===== src/rtl/oled_task_arbiter_pkg.sv =====
// Shared constants, FSM state encoding and RGB565 helpers for the OLED task arbiter.
// Latency: none (declarations only).
// Backpressure: none (declarations only).
package oled_pkg;

  localparam int OLED_W    = 96;
  localparam int OLED_H    = 64;
  localparam int PIX_COUNT = OLED_W * OLED_H;

  // Owner / target code meaning "nobody".
  localparam logic [2:0] NO_TASK = 3'd7;

  // Arbiter FSM, 2-bit encoding.
  typedef logic [1:0] state_t;
  localparam state_t ST_IDLE       = 2'd0;
  localparam state_t ST_WAIT_FRAME = 2'd1;
  localparam state_t ST_BLANK      = 2'd2;
  localparam state_t ST_ACTIVE     = 2'd3;

  // RGB565 colours.
  localparam logic [15:0] BLACK = 16'h0000;
  localparam logic [15:0] RED   = 16'hF800;
  localparam logic [15:0] GREEN = 16'h07E0;

  // Extract task idx's RGB565 word from the packed four-task pixel bus.
  function automatic logic [15:0] task_word(input logic [63:0] data, input logic [1:0] idx);
    return data[16*idx +: 16];
  endfunction

endpackage


===== src/rtl/oled_task_arbiter_if.sv =====
// Pixel/control bundle between the display tasks, the OLED driver and the arbiter.
// Latency: none (wires only).
// Backpressure: none; the pixel stream is free-running, driven by the OLED driver timing.
// Signals: switch (raw slide switches), frame_begin (frame wrap pulse), pixel_index
// (current pixel), task_data (4 packed RGB565 words), task_enable (one-hot run enable),
// oled_data (pixel to driver), active_task (owner, 7 = none), switching (owner change in progress).
interface oled_task_arbiter_if;

  logic [15:0] switch;
  logic        frame_begin;
  logic [12:0] pixel_index;
  logic [63:0] task_data;
  logic [3:0]  task_enable;
  logic [15:0] oled_data;
  logic [2:0]  active_task;
  logic        switching;

  // Task/driver/stimulus side.
  modport master (
    output switch, frame_begin, pixel_index, task_data,
    input  task_enable, oled_data, active_task, switching
  );

  // Arbiter side.
  modport slave (
    input  switch, frame_begin, pixel_index, task_data,
    output task_enable, oled_data, active_task, switching
  );

endinterface


===== src/rtl/oled_task_arbiter_switch_code_filter.sv =====
// Synchronises the slide switches, decodes them against per-task keys and debounces the result.
// Latency: a switch edge reaches accepted_target_o 2+STABLE_CYCLES clocks later.
// Backpressure: none; output is a level that simply holds until a new code qualifies.
// Ports: clk_i, rst_n_i (async active-low), switch_i (raw, asynchronous),
// accepted_target_o (index of the matching task, 7 when no key matches).
module switch_code_filter
  import oled_pkg::*;
#(
  parameter int          NUM_TASKS     = 4,
  parameter logic [15:0] KEY_0         = 16'h0001,
  parameter logic [15:0] KEY_1         = 16'h0002,
  parameter logic [15:0] KEY_2         = 16'h0004,
  parameter logic [15:0] KEY_3         = 16'h0008,
  parameter int          STABLE_CYCLES = 1000
) (
  input  logic        clk_i,
  input  logic        rst_n_i,
  input  logic [15:0] switch_i,
  output logic [2:0]  accepted_target_o
);

  localparam int            CW       = (STABLE_CYCLES > 1) ? $clog2(STABLE_CYCLES) : 1;
  localparam logic [CW-1:0] CNT_LAST = CW'(STABLE_CYCLES - 1);
  localparam logic [63:0]   KEYS     = {KEY_3, KEY_2, KEY_1, KEY_0};

  logic [15:0]   sync1_q, sync2_q;
  logic [3:0]    hit;
  logic [2:0]    decoded;
  logic [2:0]    dec_prev_q;
  logic [2:0]    accepted_q, accepted_d;
  logic [CW-1:0] stab_cnt_q, stab_cnt_d;

  for (genvar g = 0; g < 4; g++) begin : g_hit
    if (g < NUM_TASKS) begin : g_live
      assign hit[g] = (sync2_q == KEYS[16*g +: 16]);
    end else begin : g_dead
      assign hit[g] = 1'b0;
    end
  end

  // Lowest matching task wins if two keys happen to be identical.
  always_comb begin
    decoded = NO_TASK;
    if      (hit[0]) decoded = 3'd0;
    else if (hit[1]) decoded = 3'd1;
    else if (hit[2]) decoded = 3'd2;
    else if (hit[3]) decoded = 3'd3;
  end

  // stab_cnt counts how many consecutive cycles the decoded code has repeated;
  // the code is accepted on the edge the count lands on STABLE_CYCLES-1.
  always_comb begin
    stab_cnt_d = '0;
    if (decoded == dec_prev_q) begin
      stab_cnt_d = (stab_cnt_q == CNT_LAST) ? stab_cnt_q : stab_cnt_q + 1'b1;
    end
    accepted_d = (stab_cnt_d == CNT_LAST) ? decoded : accepted_q;
  end

  always_ff @(posedge clk_i or negedge rst_n_i) begin
    if (!rst_n_i) begin
      sync1_q    <= '0;
      sync2_q    <= '0;
      dec_prev_q <= NO_TASK;
      stab_cnt_q <= '0;
      accepted_q <= NO_TASK;
    end else begin
      sync1_q    <= switch_i;
      sync2_q    <= sync1_q;
      dec_prev_q <= decoded;
      stab_cnt_q <= stab_cnt_d;
      accepted_q <= accepted_d;
    end
  end

  assign accepted_target_o = accepted_q;

endmodule


===== src/rtl/oled_task_arbiter.sv =====
// Grants the single OLED pixel stream to at most one display task, changing owner only on frame boundaries.
// Latency: oled_data is the owner's word one clock later; an owner change costs BLANK_FRAMES black frames.
// Backpressure: none; non-owners are held in reset via task_enable instead of being stalled.
// Ports: sclk_6p25mhz (pixel clock), rst_n (async active-low), bus (slave side of
// oled_task_arbiter_if: switch, frame_begin, pixel_index, task_data in; task_enable,
// oled_data, active_task, switching out).
module oled_task_arbiter
  import oled_pkg::*;
#(
  parameter int          NUM_TASKS     = 4,
  parameter logic [15:0] KEY_0         = 16'h0001,
  parameter logic [15:0] KEY_1         = 16'h0002,
  parameter logic [15:0] KEY_2         = 16'h0004,
  parameter logic [15:0] KEY_3         = 16'h0008,
  parameter int          STABLE_CYCLES = 1000,
  parameter int          BLANK_FRAMES  = 2
) (
  input  logic               sclk_6p25mhz,
  input  logic               rst_n,
  oled_task_arbiter_if.slave bus
);

  localparam int            BW      = (BLANK_FRAMES > 1) ? $clog2(BLANK_FRAMES) : 1;
  localparam logic [BW-1:0] BF_LAST = BW'((BLANK_FRAMES > 0) ? BLANK_FRAMES - 1 : 0);

  logic [2:0]    tgt;
  state_t        state_q, state_d;
  logic [2:0]    pending_q, pending_d;
  logic [2:0]    active_q, active_d;
  logic [3:0]    enable_q, enable_d;
  logic [BW-1:0] blank_q, blank_d;
  logic [15:0]   oled_q, oled_d;

  switch_code_filter #(
    .NUM_TASKS    (NUM_TASKS),
    .KEY_0        (KEY_0),
    .KEY_1        (KEY_1),
    .KEY_2        (KEY_2),
    .KEY_3        (KEY_3),
    .STABLE_CYCLES(STABLE_CYCLES)
  ) u_filter (
    .clk_i            (sclk_6p25mhz),
    .rst_n_i          (rst_n),
    .switch_i         (bus.switch),
    .accepted_target_o(tgt)
  );

  always_comb begin
    state_d   = state_q;
    pending_d = pending_q;
    blank_d   = blank_q;

    case (state_q)
      ST_IDLE: begin
        if (tgt != NO_TASK) begin
          pending_d = tgt;
          state_d   = ST_WAIT_FRAME;
        end
      end
      ST_WAIT_FRAME: begin
        if (tgt == NO_TASK) begin
          state_d = ST_IDLE;
        end else begin
          pending_d = tgt;
        end
      end
      ST_BLANK: begin
        if (tgt == NO_TASK) begin
          state_d = ST_IDLE;
        end else if (tgt != pending_q) begin
          // A retarget mid-frame falls back to waiting for the next boundary,
          // so the new task always gets BLANK_FRAMES complete black frames.
          pending_d = tgt;
          blank_d   = '0;
          state_d   = ST_WAIT_FRAME;
        end else if (bus.frame_begin) begin
          if (blank_q == BF_LAST) begin
            state_d = ST_ACTIVE;
          end else begin
            blank_d = blank_q + 1'b1;
          end
        end
      end
      default: begin // ST_ACTIVE
        if (tgt != active_q) begin
          if (tgt == NO_TASK) begin
            state_d = ST_IDLE;
          end else begin
            pending_d = tgt;
            state_d   = ST_WAIT_FRAME;
          end
        end
      end
    endcase

    // The target change is resolved first; a frame_begin in that same cycle
    // is then the blanking boundary for the (possibly new) pending task.
    if (state_d == ST_WAIT_FRAME && bus.frame_begin) begin
      blank_d = '0;
      state_d = (BLANK_FRAMES == 0) ? ST_ACTIVE : ST_BLANK;
    end

    // Owner and enable are registered from the next state so both move on the same edge.
    active_d = NO_TASK;
    enable_d = 4'b0000;
    if (state_d == ST_ACTIVE) begin
      active_d = pending_d;
      enable_d = 4'b0001 << pending_d[1:0];
    end

    // Forward pixels only while the same owner holds across the edge: the first
    // cycle after a grant and the first cycle after a drop are both black.
    oled_d = BLACK;
    if (state_q == ST_ACTIVE && state_d == ST_ACTIVE && active_d == active_q) begin
      oled_d = task_word(bus.task_data, active_q[1:0]);
    end
  end

  always_ff @(posedge sclk_6p25mhz or negedge rst_n) begin
    if (!rst_n) begin
      state_q   <= ST_IDLE;
      pending_q <= NO_TASK;
      active_q  <= NO_TASK;
      enable_q  <= 4'b0000;
      blank_q   <= '0;
      oled_q    <= BLACK;
    end else begin
      state_q   <= state_d;
      pending_q <= pending_d;
      active_q  <= active_d;
      enable_q  <= enable_d;
      blank_q   <= blank_d;
      oled_q    <= oled_d;
    end
  end

  assign bus.task_enable = enable_q;
  assign bus.active_task = active_q;
  assign bus.oled_data   = oled_q;
  assign bus.switching   = (state_q == ST_WAIT_FRAME) || (state_q == ST_BLANK);

  // The driver only ever presents on-screen pixel indices.
  pix_range_a: assert property (@(posedge sclk_6p25mhz) disable iff (!rst_n)
    bus.pixel_index < 13'(PIX_COUNT));

endmodule


===== src/flat_wrapper.sv =====
// flat-port wrapper written by rule: the top's interface ports become plain ports
module oled_task_arbiter_flat import oled_pkg::*;
#(
  parameter int          NUM_TASKS     = 4,
  parameter logic [15:0] KEY_0         = 16'h0001,
  parameter logic [15:0] KEY_1         = 16'h0002,
  parameter logic [15:0] KEY_2         = 16'h0004,
  parameter logic [15:0] KEY_3         = 16'h0008,
  parameter int          STABLE_CYCLES = 1000,
  parameter int          BLANK_FRAMES  = 2
)
  (sclk_6p25mhz, rst_n, bus_switch, bus_frame_begin, bus_pixel_index, bus_task_data, bus_task_enable, bus_oled_data, bus_active_task, bus_switching);
  oled_task_arbiter_if bus_i ();
  input  logic sclk_6p25mhz;
  input  logic rst_n;
  input wire logic [$bits(bus_i.switch)-1:0] bus_switch;
  input wire logic [$bits(bus_i.frame_begin)-1:0] bus_frame_begin;
  input wire logic [$bits(bus_i.pixel_index)-1:0] bus_pixel_index;
  input wire logic [$bits(bus_i.task_data)-1:0] bus_task_data;
  output wire logic [$bits(bus_i.task_enable)-1:0] bus_task_enable;
  output wire logic [$bits(bus_i.oled_data)-1:0] bus_oled_data;
  output wire logic [$bits(bus_i.active_task)-1:0] bus_active_task;
  output wire logic [$bits(bus_i.switching)-1:0] bus_switching;
  assign bus_i.switch = bus_switch;
  assign bus_i.frame_begin = bus_frame_begin;
  assign bus_i.pixel_index = bus_pixel_index;
  assign bus_i.task_data = bus_task_data;
  assign bus_task_enable = bus_i.task_enable;
  assign bus_oled_data = bus_i.oled_data;
  assign bus_active_task = bus_i.active_task;
  assign bus_switching = bus_i.switching;
  oled_task_arbiter #(.NUM_TASKS(NUM_TASKS), .KEY_0(KEY_0), .KEY_1(KEY_1), .KEY_2(KEY_2), .KEY_3(KEY_3), .STABLE_CYCLES(STABLE_CYCLES), .BLANK_FRAMES(BLANK_FRAMES)) u_core (.sclk_6p25mhz(sclk_6p25mhz), .rst_n(rst_n), .bus(bus_i));
endmodule

===== config.mk =====
export PLATFORM = sky130hd
export DESIGN_NAME = oled_task_arbiter_flat
export DESIGN_NICKNAME = d
export VERILOG_FILES = /design/src/rtl/oled_task_arbiter_pkg.sv /design/src/rtl/oled_task_arbiter_if.sv /design/src/rtl/oled_task_arbiter_switch_code_filter.sv /design/src/rtl/oled_task_arbiter.sv /design/src/flat_wrapper.sv
export SDC_FILE = /design/constraint.sdc
export NUM_CORES = 1
export LEC_CHECK = 0
export CORE_MARGIN = 2
export CORE_UTILIZATION = 45
export CTS_BUF_LIST = sky130_fd_sc_hd__clkbuf_16
export CTS_CLUSTER_DIAMETER = 30
export DETAILED_ROUTE_END_ITERATION = 8
export PLACE_DENSITY = 0.79
export SETUP_SLACK_MARGIN = 0.3
export SKIP_CTS_REPAIR_TIMING = 1
export SLEW_MARGIN = 30
export SYNTH_ARGS = -nofsm -noshare
export SYNTH_HDL_FRONTEND = slang
export SYNTH_SLANG_ARGS = --single-unit
export TNS_END_PERCENT = 100

===== constraint.sdc =====
create_clock -name sclk_6p25mhz -period 3 [get_ports sclk_6p25mhz]
set_clock_uncertainty 0.15 [all_clocks]
set_input_delay 0.6 -clock sclk_6p25mhz [delete_from_list [all_inputs] [get_ports sclk_6p25mhz]]
set_output_delay 0.6 -clock sclk_6p25mhz [all_outputs]
set_load 0.01 [all_outputs]

==> out/results.ini, run 1 <==
[outcome]
status=complete, no violations

[floorplan]
std_cell_rows=32
die_x_um=93.4
core_area_sq_um=7730
dieArea_sq_um=8730
fp.dieH_um=93.4
io-pin-count=120
start_util_pct=46.6

[yosys]
syn_inst=286
async_flop_share_pct=100
synth_top_cells_by_count=dfrtp_1 (65), nand2_1 (32), nor2_1 (19)
synth_top_area_cell=dfrtp_1
synth_top_flop_cell=dfrtp_1
post-synth-top-count-cell=dfrtp_1
synth.ff_latch_count=77
avgSynthCellArea_sq_um=12.6
yosysSeqAreaShare_pct=53.9
yosys_warnings=0
synth_area_leaders=dfrtp_1 (45%), mux4_2 (10%), dfstp_2 (8.8%)
syn_area_sq_um=3600
synth_top_area_share_pct=45.2
synth_edf_count=0
synth_cell_types=58
syn_nets=388

[cells_and_area]
multi_input_area_sq_um=1660
fillers=554
syn_to_final_growth_pct=43.9
seqCellArea_sq_um=1940
fin_util_pct=67.0
drive_gt1_share_pct=23.0
diodes=0
final_net_count=501

[timing]
min_period_over_period_pct=86.4
setup_viol=0
period_minus_slack_ps=2590
max_freq_mhz=386
maxSlewViolCount=0
slew_headroom_pct=55.7
worst_pin_slew_ps=665
tns_ps=0
hold_violations=0
grt_setup_unrepaired=yes

[global_routing]
track_usage_pct=17.8
antenna_found_initial=0
grt_first_pass_wirelength_mm=12.0
grt_pass1_vias=2524
grt.overflow.total=0
grt_max_degree=78

[flow_run]
drv_cap=0

[critical_path]
crit_path_max_incr_delay_ps=420
crit_chain=ha_2 > nand3_1 > or3b_1 > a211oi_1 > o221ai_1 > nor4_4 > mux2_1
path_buf_inv=0
r2r-start=u_core.u_filter.stab_cnt_q[0]$_DFF_PN0_
cp_slowest_cell=or3b_1
required_ps=3100
cp-start-kind=flop
r2r_slack_ps=410
reg2reg_depth=7
worstPathArrival_ps=2690
r2r_end=u_core.u_filter.accepted_target_o[1]$_DFFE_PN1N_
path_max_fanout=7
cp_top_family=simple AND/OR/NAND/NOR gates
critPathCaptureType=flop
critPathKind=reg -> reg

[hold_path]
hold_class=in -> async

[detailed_routing]
routedWlPerCell_um=16.1
drt_pass1_iterations=4
vias=2645
vias_per_cell=5.23
wirelength_mm=8.14
drt_iter0_markers=101
drc=0
antenna_left=0

[power]
powerDensity_nw_per_um2=676
ir_drop_mv=0.505
p_leak_nw=2.03

[clock_network]
clock_sinks=77
cts_root_buf=clkbuf_16
cts_tree=built
h-tree-depth=3
path_clk_slew_ps=60
clkLatencyLatePin_ps=330
clk_path_buf_depth=2
cts_made_buffers=9

[placement]
numPortBuffers=106
post-dp-hpwl_mm=5.43
gp_congestion=0.827

==> metrics by stage <==
stage,worst slack (ps),hold WS (ps),instances,power [mW],instance area (sq um)
floorplan,524,154,286,1.99,3600
finish,408,114,506,3.50,5180
global placement,233,183,488,2.29,4750
CTS,105,193,504,3.39,5050
detailed placement,115,185,488,2.31,4750
global route,281,185,506,3.68,5180
==> worst max path at each step <==
stage                                                 start                                               end  slack (ps)  cells after the start
finish              u_core.u_filter.stab_cnt_q[0]$_DFF_PN0_  u_core.u_filter.accepted_target_o[1]$_DFFE_PN1N_         410                      7
CTS                             u_core.state_q[0]$_DFF_PN0_                 u_core.bus.oled_data[0]$_DFF_PN0_         100                     10
floorplan               u_core.bus.active_task[0]$_DFF_PN1_                 u_core.bus.oled_data[5]$_DFF_PN0_         520                      8
global placement                u_core.state_q[1]$_DFF_PN0_                 u_core.bus.oled_data[1]$_DFF_PN0_         230                      7
global route                    u_core.state_q[0]$_DFF_PN0_                 u_core.bus.oled_data[6]$_DFF_PN0_         280                     10
detailed placement              u_core.state_q[0]$_DFF_PN0_                 u_core.bus.oled_data[0]$_DFF_PN0_         120                     10
==> state kept, by name (all words and copies together) (netlist names) <==
signal                             flops
u_core.u_filter.accepted_target_o      3
u_core.bus.task_enable                 4
u_core.state_q                         2
u_core.pending_q                       3
u_core.u_filter.sync2_q               16
u_core.bus.active_task                 3
u_core.blank_q                         1
u_core.u_filter.stab_cnt_q            10
u_core.u_filter.sync1_q               16
u_core.u_filter.dec_prev_q             3
u_core.bus.oled_data                  16
==> final cells by class <==
type / instances / area share [%]
clock inverter: 7 / 1.45
inverter: 9 / 0.652
clock buffer: 9 / 4.35
timing repair buffer: 113 / 21.5
multi-input combinational: 189 / 32.0
sequential: 77 / 37.5
tap: 102 / 2.46
==> metal layers <==
metal / track usage [%] / share of wire [%] / vias to the layer above
li1: - / - / 1259
met1: 22.3 / 39 / 1311
met2: 29.7 / 56 / 62
met3: 4.51 / 3.4 / 13
met4: 6.99 / 2.3 / 0
met5: 0 / 0 / -
==> layout by cell type, fill, tap and decap left out, drive strengths merged, types with 2 or more instances in the layout <==
cell type,Yosys,final
o21a,2,2
a211oi,2,2
nor3b,2,2
nor2,19,19
or2,2,2
a21oi,5,5
or4,4,4
dfstp,12,12
clkinvlp,0,2
xnor2,11,11
clkdlybuf4s50,0,105
clkbuf,4,9
dfrtp,65,65
o21ai,7,7
buf,8,8
nand2b,2,2
nor3,25,25
nor4,4,4
nand3,11,12
ha,6,6
inv,9,12
a311oi,2,2
mux2,3,3
or3,3,3
nand2,32,32
mux4,16,16
and4b,2,2
xor2,8,8
nand3b,3,3
==> report_power, final <==
group / leakage (nW) / internal, mW / total (mW) / switching, mW
Clock: 0.144 / 0.648 / 1.08 / 0.430
Combinational: 0.944 / 0.579 / 1.14 / 0.561
Sequential: 0.942 / 1.16 / 1.29 / 0.128
==> logic make-up (layout without fill, tap and decap cells) <==
kind of cell               Yosys count  in the layout  share of synthesized area [%]
xor gates and xnor gates            19             19                           4.62
adders and majority gates            6              6                           2.09
muxes                               20             20                           11.2
buffers and inverters               21            138                           3.20
DFF                                 77             77                           53.9
and+or+nand+nor                    113            114                           18.5
AOI/OAI and AO/OA                   30             30                           6.40
(Power assumes the default switching activity.)
==> run 2, diff against run 1 <==
- CORE_UTILIZATION: 45 -> 41
- PLACE_DENSITY: 0.79 -> 0.76
- clock period: 3 -> 2.2 ns (I/O delays scaled with it)
==> out/results.ini, run 2 (same netlist as run 1, synthesis figures left out) <==
[global_routing]
grt_max_degree=43  ; -45%
grt.overflow.total=0  ; unchanged
track_usage_pct=17.2  ; -0.66 points
grt_first_pass_wirelength_mm=13.2  ; +10%
grt_pass1_vias=2944  ; +17%
antenna_found_initial=0  ; unchanged

[floorplan]
dieArea_sq_um=9550  ; +9.3%
start_util_pct=41.7  ; -4.9 points
fp.dieH_um=97.7  ; +4.6%
io-pin-count=120  ; unchanged
core_area_sq_um=8640  ; +12%
std_cell_rows=34  ; +6.3%
die_x_um=97.7  ; +4.6%

[clock_network]
h-tree-depth=3  ; unchanged
cts_root_buf=clkbuf_16
clock_sinks=77  ; unchanged
cts_tree=built
path_clk_slew_ps=70  ; about the same
clk_path_buf_depth=2  ; unchanged
cts_made_buffers=9  ; unchanged
clkLatencyLatePin_ps=340  ; about the same

[timing]
tns_ps=-8480  ; -8480 ps
min_period_over_period_pct=117  ; +31 points
hold_ws_ps=196  ; +82.2 ps
period_minus_slack_ps=2580  ; -12.8 ps
setup_slack_ps=-379  ; -787 ps
grt_setup_unrepaired=yes
hold_violations=0  ; unchanged
worst_pin_slew_ps=584  ; -81.5 ps
max_freq_mhz=388  ; +0.50%
slew_headroom_pct=61.1  ; +5.4 points
maxSlewViolCount=0  ; unchanged
setup_viol=38  ; +38

[placement]
gp_congestion=0.834  ; +0.77%
post-dp-hpwl_mm=5.84  ; +7.6%
numPortBuffers=106  ; unchanged

[detailed_routing]
vias=2978  ; +13%
drt_iter0_markers=142  ; +41%
drt_pass1_iterations=6  ; +2
vias_per_cell=5.27  ; +0.83%
wirelength_mm=9.79  ; +20%
routedWlPerCell_um=17.3  ; +7.6%
antenna_left=0  ; unchanged
drc=0  ; unchanged

[cells_and_area]
fillers=531  ; -4.2%
drive_gt1_share_pct=41.8  ; +19 points
multi_input_area_sq_um=1920  ; +16%
final_common_cell=clkdlybuf4s50_1
final_net_count=554  ; +11%
layout_common_cells=clkdlybuf4s50_1 (101), dfrtp_1 (63), buf_4 (44), nand2_1 (30), mux4_2 (16)
syn_to_final_growth_pct=66.7
diodes=0  ; unchanged
seqCellArea_sq_um=1940  ; unchanged

[critical_path]
worstPathArrival_ps=2680  ; about the same
cp_slowest_cell=or4_4
crit_path_max_incr_delay_ps=550  ; +130 ps
required_ps=2300  ; -800 ps
critPathCaptureType=flop
cp-start-kind=flop
crit_chain=inv_2 > ha_4 > or4_4 > nand2_1 > nand2_1 > o21ai_2 > inv_2 > xnor2_2 > nand3_2 > clkbuf_16 > nor3_2
path_max_fanout=8  ; +1
critPathKind=reg -> reg

[power]
p_sw_mw=1.85  ; +65%
powerDensity_nw_per_um2=910  ; +35%
ir_drop_mv=0.516  ; +2.3%
p_comb_share_pct=40.7  ; +8.2 points
p_clk_share_pct=27.4  ; -3.4 points
sequentialPowerShare_pct=32.0  ; -4.7 points
p_leak_nw=2.47  ; +22%
internal-power_mw=3.61  ; +51%
switching_share_pct=33.9  ; +1.9 points

[outcome]
status=complete, but fails checks
violations=negative setup slack

[flow_run]
drv_cap=0  ; unchanged

[hold_path]
hold_class=reg -> reg

-- run 2: per-layer routing --
layer / vias to the layer above / part of all wire, % / track usage, %
li1: 1362 / - / -
met2: 97 / 53 / 30.7
met4: 0 / 2.0 / 3.95
met5: - / 0 / 0
met1: 1502 / 39 / 20.2
met3: 17 / 5.6 / 5.61
-- run 2: final cells by class --
| class | count | area share (%) |
|---|---|---|
| clock inverters | 7 | 1.40 |
| inverters | 9 | 0.605 |
| well taps | 108 | 2.25 |
| multi-input cells | 188 | 32.0 |
| repair buffers | 167 | 27.6 |
| flip-flops and latches | 77 | 32.4 |
| clock buffers | 9 | 3.75 |
-- run 2: path summary, 6_finish.rpt --
path / from / to / slack [ps] / depth (start not counted)
worst max-delay path: u_core.state_q[0]$_DFF_PN0_ / u_core.bus.oled_data[5]$_DFF_PN0_ / -380 / 11
worst min-delay path: u_core.u_filter.sync1_q[11]$_DFF_PN0_ / u_core.u_filter.sync2_q[11]$_DFF_PN0_ / 200 / 0
max in group asynchronous: rst_n / u_core.u_filter.accepted_target_o[1]$_DFFE_PN1N_ / 780 / 3
worst max register to register: u_core.state_q[0]$_DFF_PN0_ / u_core.bus.oled_data[5]$_DFF_PN0_ / -380 / 11
worst min register to register: u_core.u_filter.sync1_q[11]$_DFF_PN0_ / u_core.u_filter.sync2_q[11]$_DFF_PN0_ / 200 / 0
min in group asynchronous: rst_n / u_core.bus.oled_data[1]$_DFF_PN0_ / 460 / 2
-- run 2: critical path, delay by kind of cell, from the launching register on --
family	cells	cell delay, ps
compound gates	1	90
flops	1	450
fa+ha+maj	1	170
buf+inv	3	410
simple gates	5	1070
xor+xnor	1	160
-- run 2: power by group through the flow --
| stage | Clock, mW | Sequential [mW] | Combinational, mW |
|---|---|---|---|
| after floorplan | 0 | 1.72 | 1.05 |
| after global placement | 0 | 1.72 | 1.71 |
| after detailed placement | 0 | 1.73 | 1.75 |
| after CTS | 1.50 | 1.71 | 1.77 |
| after global routing | 1.58 | 1.76 | 2.38 |
| final | 1.49 | 1.74 | 2.22 |
-- run 2: per-stage QoR --
step	worst slack (ps)	area, sq um	cells	total power [mW]	util (%)
2_1_floorplan	-202	3680	286	2.77	-
3_3_place_gp	-191	5180	536	3.43	60.0
3_5_place_dp	-268	5180	536	3.47	60.0
4_1_cts	-330	5490	552	4.98	63.6
5_1_grt	-470	6000	565	5.72	69.5
6_report	-379	6000	565	5.46	69.5
